$ cat config.mk
export PLATFORM = sky130hd
export DESIGN_NAME = mnist_neuron_mac
export DESIGN_NICKNAME = d
export VERILOG_FILES = /design/src/rtl/mnist_neuron_mac_pkg.sv /design/src/rtl/mnist_neuron_mac_relu_sat.sv /design/src/rtl/mnist_neuron_mac.sv
export SDC_FILE = /design/constraint.sdc
export NUM_CORES = 1
export LEC_CHECK = 0
export ABC_CLOCK_PERIOD_IN_PS = 5350
export CORE_ASPECT_RATIO = 1.5
export CORE_MARGIN = 2
export CORE_UTILIZATION = 50
export CTS_CLUSTER_DIAMETER = 120
export DETAILED_ROUTE_END_ITERATION = 7
export GPL_TIMING_DRIVEN = 0
export PLACE_DENSITY = 0.71
export SETUP_SLACK_MARGIN = 0.3
export SLEW_MARGIN = 0
export SYNTH_ARGS = -nofsm -noshare
export SYNTH_HDL_FRONTEND = slang
export SYNTH_SLANG_ARGS = --single-unit
$ cat constraint.sdc
create_clock -name clk -period 5.35 [get_ports clk]
set_input_delay 0.8025 -clock clk [delete_from_list [all_inputs] [get_ports clk]]
set_output_delay 0.8025 -clock clk [all_outputs]
set_load 0.02 [all_outputs]
$ cat src/rtl/mnist_neuron_mac_pkg.sv
// Shared fixed-point types for the MNIST neuron datapath: feature/weight words,
// product/sum word, accumulator sizing, FSM encoding and the feature saturator.
package mnist_neuron_mac_pkg;

    localparam int FEATURE_W     = 16;
    localparam int WEIGHT_W      = 16;
    localparam int SUM_W         = FEATURE_W + WEIGHT_W;
    localparam int FEATURE_FRAC  = 8;
    localparam int WEIGHT_FRAC   = 8;
    localparam int ACC_GUARD_DEF = 8;
    localparam int ACC_W         = SUM_W + ACC_GUARD_DEF;

    typedef logic signed [FEATURE_W-1:0] feature_t;
    typedef logic signed [WEIGHT_W-1:0]  weight_t;
    typedef logic signed [SUM_W-1:0]     sum_t;
    typedef logic signed [ACC_W-1:0]     acc_t;

    localparam feature_t FEATURE_MAX = 16'sh7FFF;

    typedef enum logic [2:0] {
        ST_IDLE   = 3'd0,
        ST_ACCUM  = 3'd1,
        ST_DRAIN  = 3'd2,
        ST_FINISH = 3'd3,
        ST_OUT    = 3'd4
    } neuron_state_e;

    // ReLU plus clamp of a feature-scale sum into a positive feature word.
    function automatic feature_t sat_feature(input sum_t s);
        if (s[SUM_W-1]) begin
            return '0;
        end
        if (|s[SUM_W-2:FEATURE_W-1]) begin
            return FEATURE_MAX;
        end
        return s[FEATURE_W-1:0];
    endfunction

endpackage

$ cat src/rtl/mnist_neuron_mac_relu_sat.sv
// Output stage of the neuron: rescales the Q16.16 accumulator to feature scale,
// adds the bias, saturates to the sum word and applies ReLU into a feature word.
module mnist_relu_sat
    import mnist_neuron_mac_pkg::*;
#(
    parameter int ACC_W_P = ACC_W
) (
    input  logic signed [ACC_W_P-1:0] acc_i,
    input  feature_t                  bias_i,
    output sum_t                      sum_o,
    output feature_t                  feature_o
);

    logic signed [ACC_W_P-1:0] shifted;
    logic signed [ACC_W_P:0]   s_w;
    logic [ACC_W_P-SUM_W+1:0]  top_bits;

    always_comb begin
        // Arithmetic shift floors toward -inf, matching a truncating fixed-point rescale.
        shifted  = acc_i >>> WEIGHT_FRAC;
        s_w      = {shifted[ACC_W_P-1], shifted}
                 + {{(ACC_W_P+1-FEATURE_W){bias_i[FEATURE_W-1]}}, bias_i};
        top_bits = s_w[ACC_W_P:SUM_W-1];
        if ((&top_bits) || !(|top_bits)) begin
            sum_o = s_w[SUM_W-1:0];
        end else if (s_w[ACC_W_P]) begin
            sum_o = {1'b1, {(SUM_W-1){1'b0}}};
        end else begin
            sum_o = {1'b0, {(SUM_W-1){1'b1}}};
        end
        feature_o = sat_feature(sum_o);
    end

endmodule

$ cat src/rtl/mnist_neuron_mac.sv
// Single MNIST neuron: streams feature/weight pairs, accumulates their products
// through a one-cycle product register, then adds bias, ReLU and saturation.
module mnist_neuron_mac
    import mnist_neuron_mac_pkg::*;
#(
    parameter int  MAX_INPUTS = 784,
    parameter int  ACC_GUARD  = ACC_GUARD_DEF,
    localparam int CNT_W      = $clog2(MAX_INPUTS + 1)
) (
    input  logic             clk,
    input  logic             rst_n,
    input  logic             start,
    input  logic [CNT_W-1:0] num_inputs,
    input  feature_t         bias,
    input  logic             in_valid,
    output logic             in_ready,
    input  feature_t         in_feature,
    input  weight_t          in_weight,
    output logic             out_valid,
    input  logic             out_ready,
    output feature_t         out_feature,
    output sum_t             out_sum,
    output logic             busy,
    output neuron_state_e    dbg_state
);

    // Handshakes: a transfer happens on a rising edge where valid && ready are
    // both high; valid never waits on ready, and out_valid holds until taken.

    // Guard never drops below log2(MAX_INPUTS) so full-scale products cannot wrap.
    localparam int LOG_IN  = $clog2(MAX_INPUTS);
    localparam int GUARD_W = (ACC_GUARD > LOG_IN) ? ACC_GUARD : LOG_IN;
    localparam int NACC_W  = SUM_W + GUARD_W;

    neuron_state_e state_q, state_d;

    logic [CNT_W-1:0]         cnt_q;
    logic [CNT_W-1:0]         num_q;
    feature_t                 bias_q;
    sum_t                     prod_q;
    logic                     prod_vld_q;
    logic signed [NACC_W-1:0] acc_q;
    feature_t                 out_feature_q;
    sum_t                     out_sum_q;

    sum_t     prod_d;
    sum_t     relu_sum;
    feature_t relu_feature;
    logic     beat;
    logic     start_take;
    logic     last_beat;

    always_comb begin
        beat       = (state_q == ST_ACCUM) && in_valid;
        start_take = (state_q == ST_IDLE) && start;
        last_beat  = beat && ((cnt_q + CNT_W'(1)) == num_q);
        prod_d     = {{(SUM_W-FEATURE_W){in_feature[FEATURE_W-1]}}, in_feature}
                   * {{(SUM_W-WEIGHT_W){in_weight[WEIGHT_W-1]}}, in_weight};
    end

    always_comb begin
        state_d   = state_q;
        in_ready  = 1'b0;
        out_valid = 1'b0;
        busy      = (state_q != ST_IDLE);
        case (state_q)
            ST_IDLE: begin
                if (start) begin
                    state_d = (num_inputs == '0) ? ST_DRAIN : ST_ACCUM;
                end
            end
            ST_ACCUM: begin
                in_ready = 1'b1;
                if (last_beat) begin
                    state_d = ST_DRAIN;
                end
            end
            ST_DRAIN: begin
                state_d = ST_FINISH;
            end
            ST_FINISH: begin
                state_d = ST_OUT;
            end
            ST_OUT: begin
                out_valid = 1'b1;
                if (out_ready) begin
                    state_d = ST_IDLE;
                end
            end
            default: begin
                state_d = ST_IDLE;
            end
        endcase
    end

    always_ff @(posedge clk or negedge rst_n) begin
        if (!rst_n) begin
            state_q <= ST_IDLE;
        end else begin
            state_q <= state_d;
        end
    end

    always_ff @(posedge clk or negedge rst_n) begin
        if (!rst_n) begin
            cnt_q         <= '0;
            num_q         <= '0;
            bias_q        <= '0;
            prod_q        <= '0;
            prod_vld_q    <= 1'b0;
            acc_q         <= '0;
            out_feature_q <= '0;
            out_sum_q     <= '0;
        end else begin
            prod_vld_q <= beat;
            if (beat) begin
                prod_q <= prod_d;
            end
            if (start_take) begin
                num_q  <= num_inputs;
                bias_q <= bias;
                cnt_q  <= '0;
                acc_q  <= '0;
            end else begin
                if (beat) begin
                    cnt_q <= cnt_q + CNT_W'(1);
                end
                if (prod_vld_q) begin
                    acc_q <= acc_q + {{(NACC_W-SUM_W){prod_q[SUM_W-1]}}, prod_q};
                end
            end
            if (state_q == ST_FINISH) begin
                out_feature_q <= relu_feature;
                out_sum_q     <= relu_sum;
            end
        end
    end

    mnist_relu_sat #(
        .ACC_W_P (NACC_W)
    ) u_relu_sat (
        .acc_i     (acc_q),
        .bias_i    (bias_q),
        .sum_o     (relu_sum),
        .feature_o (relu_feature)
    );

    assign out_feature = out_feature_q;
    assign out_sum     = out_sum_q;
    assign dbg_state   = state_q;

endmodule

After elaboration in Yosys (flattened, before gate mapping)
Index checks and enable logic that the tools add are counted.
{"block": "classes", "multipliers": 1, "reduce_logical": 14, "add_sub_neg": 3, "n_eq_ne": 8, "muxes": 20}
{"cell": "$mux 42", "count": 2}
{"cell": "$mux 16", "count": 4}
{"cell": "$mux 32", "count": 2}
{"cell": "$add 42x42->42", "count": 1}
{"cell": "$add 34x16->35", "count": 1}
{"cell": "$mul 16x16->32", "count": 1}
{"cell": "$mux 10", "count": 2}
{"cell": "$reduce_or 16->1", "count": 1}
{"cell": "$pmux 3 s5", "count": 1}
{"cell": "$reduce_and 12->1", "count": 1}
{"cell": "$reduce_or 12->1", "count": 1}
{"cell": "$add 10x1->10 const B", "count": 1}
{"cell": "$eq 10x10->1", "count": 1}
{"cell": "$logic_not 10->1", "count": 1}
{"cell": "$mux 3", "count": 3}
{"cell": "$eq 3x2->1 const B", "count": 2}
{"cell": "$ne 2x2->1 const B", "count": 3}
{"cell": "$mux 1", "count": 5}
{"cell": "$reduce_bool 2->1", "count": 2}
{"cell": "$eq 3x1->1 const B", "count": 1}
{"cell": "$eq 3x3->1 const B", "count": 1}
{"cell": "$logic_and 1x1->1", "count": 3}
{"cell": "$logic_not 3->1", "count": 1}
{"cell": "$reduce_and 3->1", "count": 1}
{"cell": "4 further kinds", "count": 4}
{"block": "totals", "out_inout_bits": 54, "inputBits": 63, "elab_cells": 55, "register_bits": 162}

Depth between registers and ports, before layout
{"block": "depth", "ltp_word": 10, "depth_mapped": 24, "ltp_nobuf": 23}

Cells and area by module
Synthesis repeated with hierarchy kept, for this count alone.
{"block": "hier_totals", "hier_cells": 2449, "hier_area_um2": 21561.9}
{"mod": "mnist_neuron_mac", "cells_per_inst": 1976, "seq_area_each_um2": 4053.9, "area_each_um2": 18317.6, "instances": 1}
{"mod": "mnist_relu_sat", "cells_per_inst": 473, "seq_area_each_um2": 0.0, "area_each_um2": 3244.4, "instances": 1}

Least setup slack after synthesis
OpenSTA, ideal clock, no wires.
{"block": "synth_timing", "path_kind": "input to register", "from": "input port in_feature[15]", "to": "register prod_q[31]", "path_buffers": 1, "arrival_time_ps": 6667, "path_slack_ps": -1450, "setup_ps": 133, "cell_stages": 21, "required_ps": 5217, "cell_sequence": "clkbuf_1 > nand2_1 > inv_1 > fa_1 > fa_1 > fa_1 > fa_1 > fa_1 > inv_1 > fa_1 > inv_1 > ha_1 > a21o_1 > a21oi_1 > nor2b_1 > a311o_1 > a221o_1 > a41oi_1 > a21oi_1 > xnor2_1 > o21ai_0"}
{"block": "synth_between", "elab_chain_len": 1}
{"element": "start, declared", "line_no": "mnist_neuron_mac.sv:17", "rtl": "input feature_t in_feature,"}
{"element": "$mul 16x16->32", "line_no": "mnist_neuron_mac.sv:58", "rtl": "* {{(SUM_W-WEIGHT_W){in_weight[WEIGHT_W-1]}}, in_weight};"}
{"element": "end signal, assigned", "line_no": "mnist_neuron_mac.sv:117", "rtl": "prod_q <= prod_d;"}
{"element": "end, declared", "line_no": "mnist_neuron_mac.sv:40", "rtl": "sum_t prod_q;"}
No other way between the ends.
A chain may end at the register's enable or synchronous reset.

Worst setup path in the final report
{"block": "layout_timing", "from": "input port in_feature[5]", "to": "register prod_q[28]"}
Same word-level chain as after synthesis.

==> summary by stage <==
Outcome
The run finished, with violations left. The checks that failed: setup timing.

Synth
Of the total synthesized cell area, the portion taken by full adders, half adders and majority gates is a little over a third. The post-synthesis simple-gate area fraction is between 15 and 20%. The cell count after synthesis is around 2400. The mean post-synth cell area is 8.79 um2. The number of nets in the synthesized netlist is about 2800. By area, the combinational part of the netlist is dominated by adder cells.

After synthesis, the share of flip-flops with an asynchronous set or reset is 100%. Sequential cells were found to cover 19.5% of the synthesized design area. Summing the areas of all xor and xnor instances in the mapped netlist gives a little over 4% of the synthesized area. Synthesis instantiated 70 different standard cells from the library. By area the synthesized netlist is led by sky130_fd_sc_hd__fa_1, sky130_fd_sc_hd__dfrtp_1, sky130_fd_sc_hd__ha_1. Yosys mapped a number of flops with a built-in enable equal to 0. The synthesized design devotes to its leading area cell type 25.4% of total area.

Summing the areas of all compound-gate instances in the mapped netlist gives 14.5% of the synthesized area. Of the post-synthesis cell area, the part taken by muxes is 1.45%. The flip-flop and latch count after synthesis is 162. The post-synthesis cell type with the largest combined area is sky130_fd_sc_hd__fa_1.

The cell area that synthesis handed to floorplanning was 20800 um2. The number of warnings reported in the yosys synthesis log is 0. The most used flip-flop cell after synthesis is sky130_fd_sc_hd__dfrtp_1.

Global route
The remaining global-route overflow is 0. The first global-routing pass estimated 96.5 mm of wire. Entering global routing, the biggest net connects 108 pins.

The number of global-route vias before repair is 18594. The overall global routing resource usage is 28.9%. The number of antenna violations at the first check in global routing came to 0.

Routing
Detailed routing placed a total of 33.3 mm of wire on met2. Detailed routing inserted a total of between 15000 and 20000 vias. The met3 wirelength from detailed routing is 1.99 mm. The routed wire length per instance is 19.4 um. The uppermost layer routed is met4. Before antenna repair, the detailed router went through 5 iterations. The sum of routed wire segments on met1 is 21.8 mm. Using the TritonRoute via totals, the vias-per-cell ratio works out to 5.56.

The detailed-route DRC error count is 0. The number of DRC violations after detailed-routing iteration 0 is 854. The count of nets left with antenna violations after detail routing is 0. The routed wire length is between 60 and 70 mm.

Critical path
By startpoint and endpoint, the worst setup path is classified as input pin to flip-flop. The startpoint identified for the worst register-to-register timing path is bias_q[15]. The highest net fanout along the worst path is 5. The data required time of the worst path is 5720 ps. The gate family responsible for the most delay along the worst path is adder cells.

The cell repeated most along the worst path is sky130_fd_sc_hd__fa_1. The critical path startpoint category is an input pin. The nature of the critical path endpoint is a flip-flop. The startpoint of the worst setup timing path is in_feature[5]. The critical-path cell with the highest stage delay is sky130_fd_sc_hd__fa_1. Counting both buffers and inverters, the worst setup path holds a total of 5. Traced cell by cell, the critical path runs through buf_12 > clkbuf_16 > and2_4 > fa_1 > inv_2 > fa_1 > fa_1 > fa_1 > inv_1 > fa_1 > fa_1 > ha_1 > clkbuf_8 > a21o_1 > a21o_1 > a21oi_2 > o21ai_1 > a311o_1 > a41oi_4 > nor3_4 > o31a_1 > o21a_1 > o31ai_2.

The delay contributed by the slowest stage of the critical path is 570 ps. STA puts the critical path data arrival time at about 6500 ps.

CTS
The clock root buffer master is sky130_fd_sc_hd__clkbuf_16. Clock latency on the worst-skew pair, taken at its later pin, is between 400 and 500 ps. CTS saw roughly 160 sinks. The clock transition at the registers of the reported paths is 70 ps. The number of clock buffers added by TritonCTS is 17. The number of hold buffers added after CTS was 0. The clock tree synthesis step divided the H-tree into 4 levels. TritonCTS built the clock tree. The deepest clock path buffer count is 2.

Floorplan
The total area inside the core boundary comes to 41100 um2. The die height is 254 um. In this run the horizontal extent of the chip is about 170 um. The die covers 43300 um2. The initial utilization of the core area, before any placement, comes to 50.6%.

Row generation in the floorplan step produced 91 rows. The number of primary I/O pins is 117.

Placed design
The post-placement setup slack is -2320 ps. During placement, the flow inserted port buffers numbering 116. The final weighted congestion in routability-driven placement is 1.01.

The HPWL after detailed placement is 48.8 mm.

Flow run
Across the run, the number of max-cap violations was 0.

Layout
The library cell used most frequently in the layout, excluding fill and tap cells, is sky130_fd_sc_hd__nand2_1. The number of antenna diodes in the final layout is 0. In the final layout, the share of cells above drive strength 1 is 12.9%.

The number of nets at the end of the flow is between 3000 and 4000. From synthesis to final layout, the design area changed by 22.4%. The final core utilization is 61.9%.

The count of fill cells added during filler insertion is 3499. Leaving out fill and tap cells, the most frequent cells in the layout are sky130_fd_sc_hd__nand2_1, sky130_fd_sc_hd__inv_1, sky130_fd_sc_hd__fa_1, sky130_fd_sc_hd__dfrtp_1, sky130_fd_sc_hd__ha_1.

Hold path
The class of the tightest hold or removal check is input pin to async pin.

STA
The headroom to the max-slew limit is 36.8%. For the pin with the worst max-slew slack, the measured transition is around 950 ps. Setup violations remaining at the end of the flow were counted as 18. Setup slack on the critical path of the routed design comes to -788 ps. Setup repair after global routing could not meet its margin everywhere. The hold violation total from the final report was 0. The number of slew-limit violations in the final report was 0. The largest clock skew in the final design is 16.2 ps. For this run, the top clock speed supported by timing is roughly 160 MHz. The ratio of final minimum period to clock period is 115%. The smallest clock period supported by the final layout is computed as slightly above 6000 ps.
## registers in the layout (all words and copies together), names as in the netlist
name	count
acc_q	42
out_sum	32
prod_q	32
bias_q	16
out_feature	16
cnt_q	10
num_q	10
dbg_state	3
prod_vld_q	1
## metal layers
layer | up-vias | track usage, %
met4 | 0 | 17.2
met3 | 214 | 3.32
met2 | 515 | 56.4
li1 | 8253 | -
met1 | 8598 | 28.9
met5 | - | 0
## timing repair
| item | 4_1_cts | 5_1_grt |
|---|---|---|
| endpoints found under the hold margin | 0 | 0 |
| gates resized for setup | 360 | 68 |
| pin swaps | 70 | 54 |
| endpoints found under the setup margin | 34 | 41 |
| gates cloned | 3 | 2 |
| setup buffers | 58 | 28 |
## path summary, 6_finish.rpt
check	end	slack, ps	depth (start not counted)
worst max-delay path	prod_q[28]	-790	23
worst min-delay path	out_feature[2]	260	1
worst max register to register	out_feature[4]	540	14
worst min register to register	out_sum[16]	470	2
max in group asynchronous	cnt_q[0]	4210	2
min in group clk	out_sum[16]	470	2
## through the flow
step	std cells	area, um2	hold WS, ps	TNS (ps)
final	3162	25400	256	-9420
after global routing	3162	25400	292	-12590
after CTS	3132	25000	262	-7400
after detailed placement	3039	23100	456	-37200
after global placement	3038	23000	452	-535080
after floorplan	2364	21200	445	-8000
## Yosys cell counts, types with 15 or more instances
cell                       number
sky130_fd_sc_hd__a21oi_1      118
sky130_fd_sc_hd__nand2b_1      23
sky130_fd_sc_hd__o21a_1        15
sky130_fd_sc_hd__mux2i_1       29
sky130_fd_sc_hd__dfrtp_1      162
sky130_fd_sc_hd__nor2_1       106
sky130_fd_sc_hd__nand3_1       35
sky130_fd_sc_hd__a21o_1        51
sky130_fd_sc_hd__xor2_1        32
sky130_fd_sc_hd__and3_1        22
sky130_fd_sc_hd__inv_1        314
sky130_fd_sc_hd__ha_1         158
sky130_fd_sc_hd__and2_1       141
sky130_fd_sc_hd__nor3_1        27
sky130_fd_sc_hd__nand2_1      338
sky130_fd_sc_hd__clkbuf_1      83
sky130_fd_sc_hd__fa_1         264
sky130_fd_sc_hd__nor2b_1       16
sky130_fd_sc_hd__o21ai_0      134
sky130_fd_sc_hd__xnor2_1       65
sky130_fd_sc_hd__a211oi_1      21
sky130_fd_sc_hd__a31oi_1       18
## area by class of cell
| cell class | count | area [um2] | area share, % |
|---|---|---|---|
| tap | 558 | 698 | 2.74 |
| buffer | 92 | 930 | 3.65 |
| clock inverter | 15 | 161 | 0.634 |
| clock buffer | 17 | 425 | 1.67 |
| timing repair buffer | 208 | 2160 | 8.51 |
| sequential | 162 | 4060 | 15.9 |
| inverter | 315 | 1180 | 4.66 |
| multi-input combinational | 1795 | 15800 | 62.2 |
## worst register-to-register path, delay by kind of cell (launching register included)
| kind | cells | cell delay (ps) |
|---|---|---|
| XOR/XNOR | 1 | 190 |
| AND/OR/NAND/NOR | 4 | 1770 |
| buffers and inverters | 3 | 520 |
| flip-flops | 1 | 620 |
| AO/OA/AOI/OAI | 5 | 1310 |
| adder cells (fa/ha/maj) | 1 | 300 |
## logic make-up after synthesis
logic type,count (synthesis)
AO/OA/AOI/OAI,468
multiplexers,30
flip-flops,162
buffers and inverters,407
AND/OR/NAND/NOR,778
XOR/XNOR,97
adder cells (fa/ha/maj),422
Power is not shown: default switching activity piles up to over one toggle a cycle in this logic, so the estimate is an artifact.
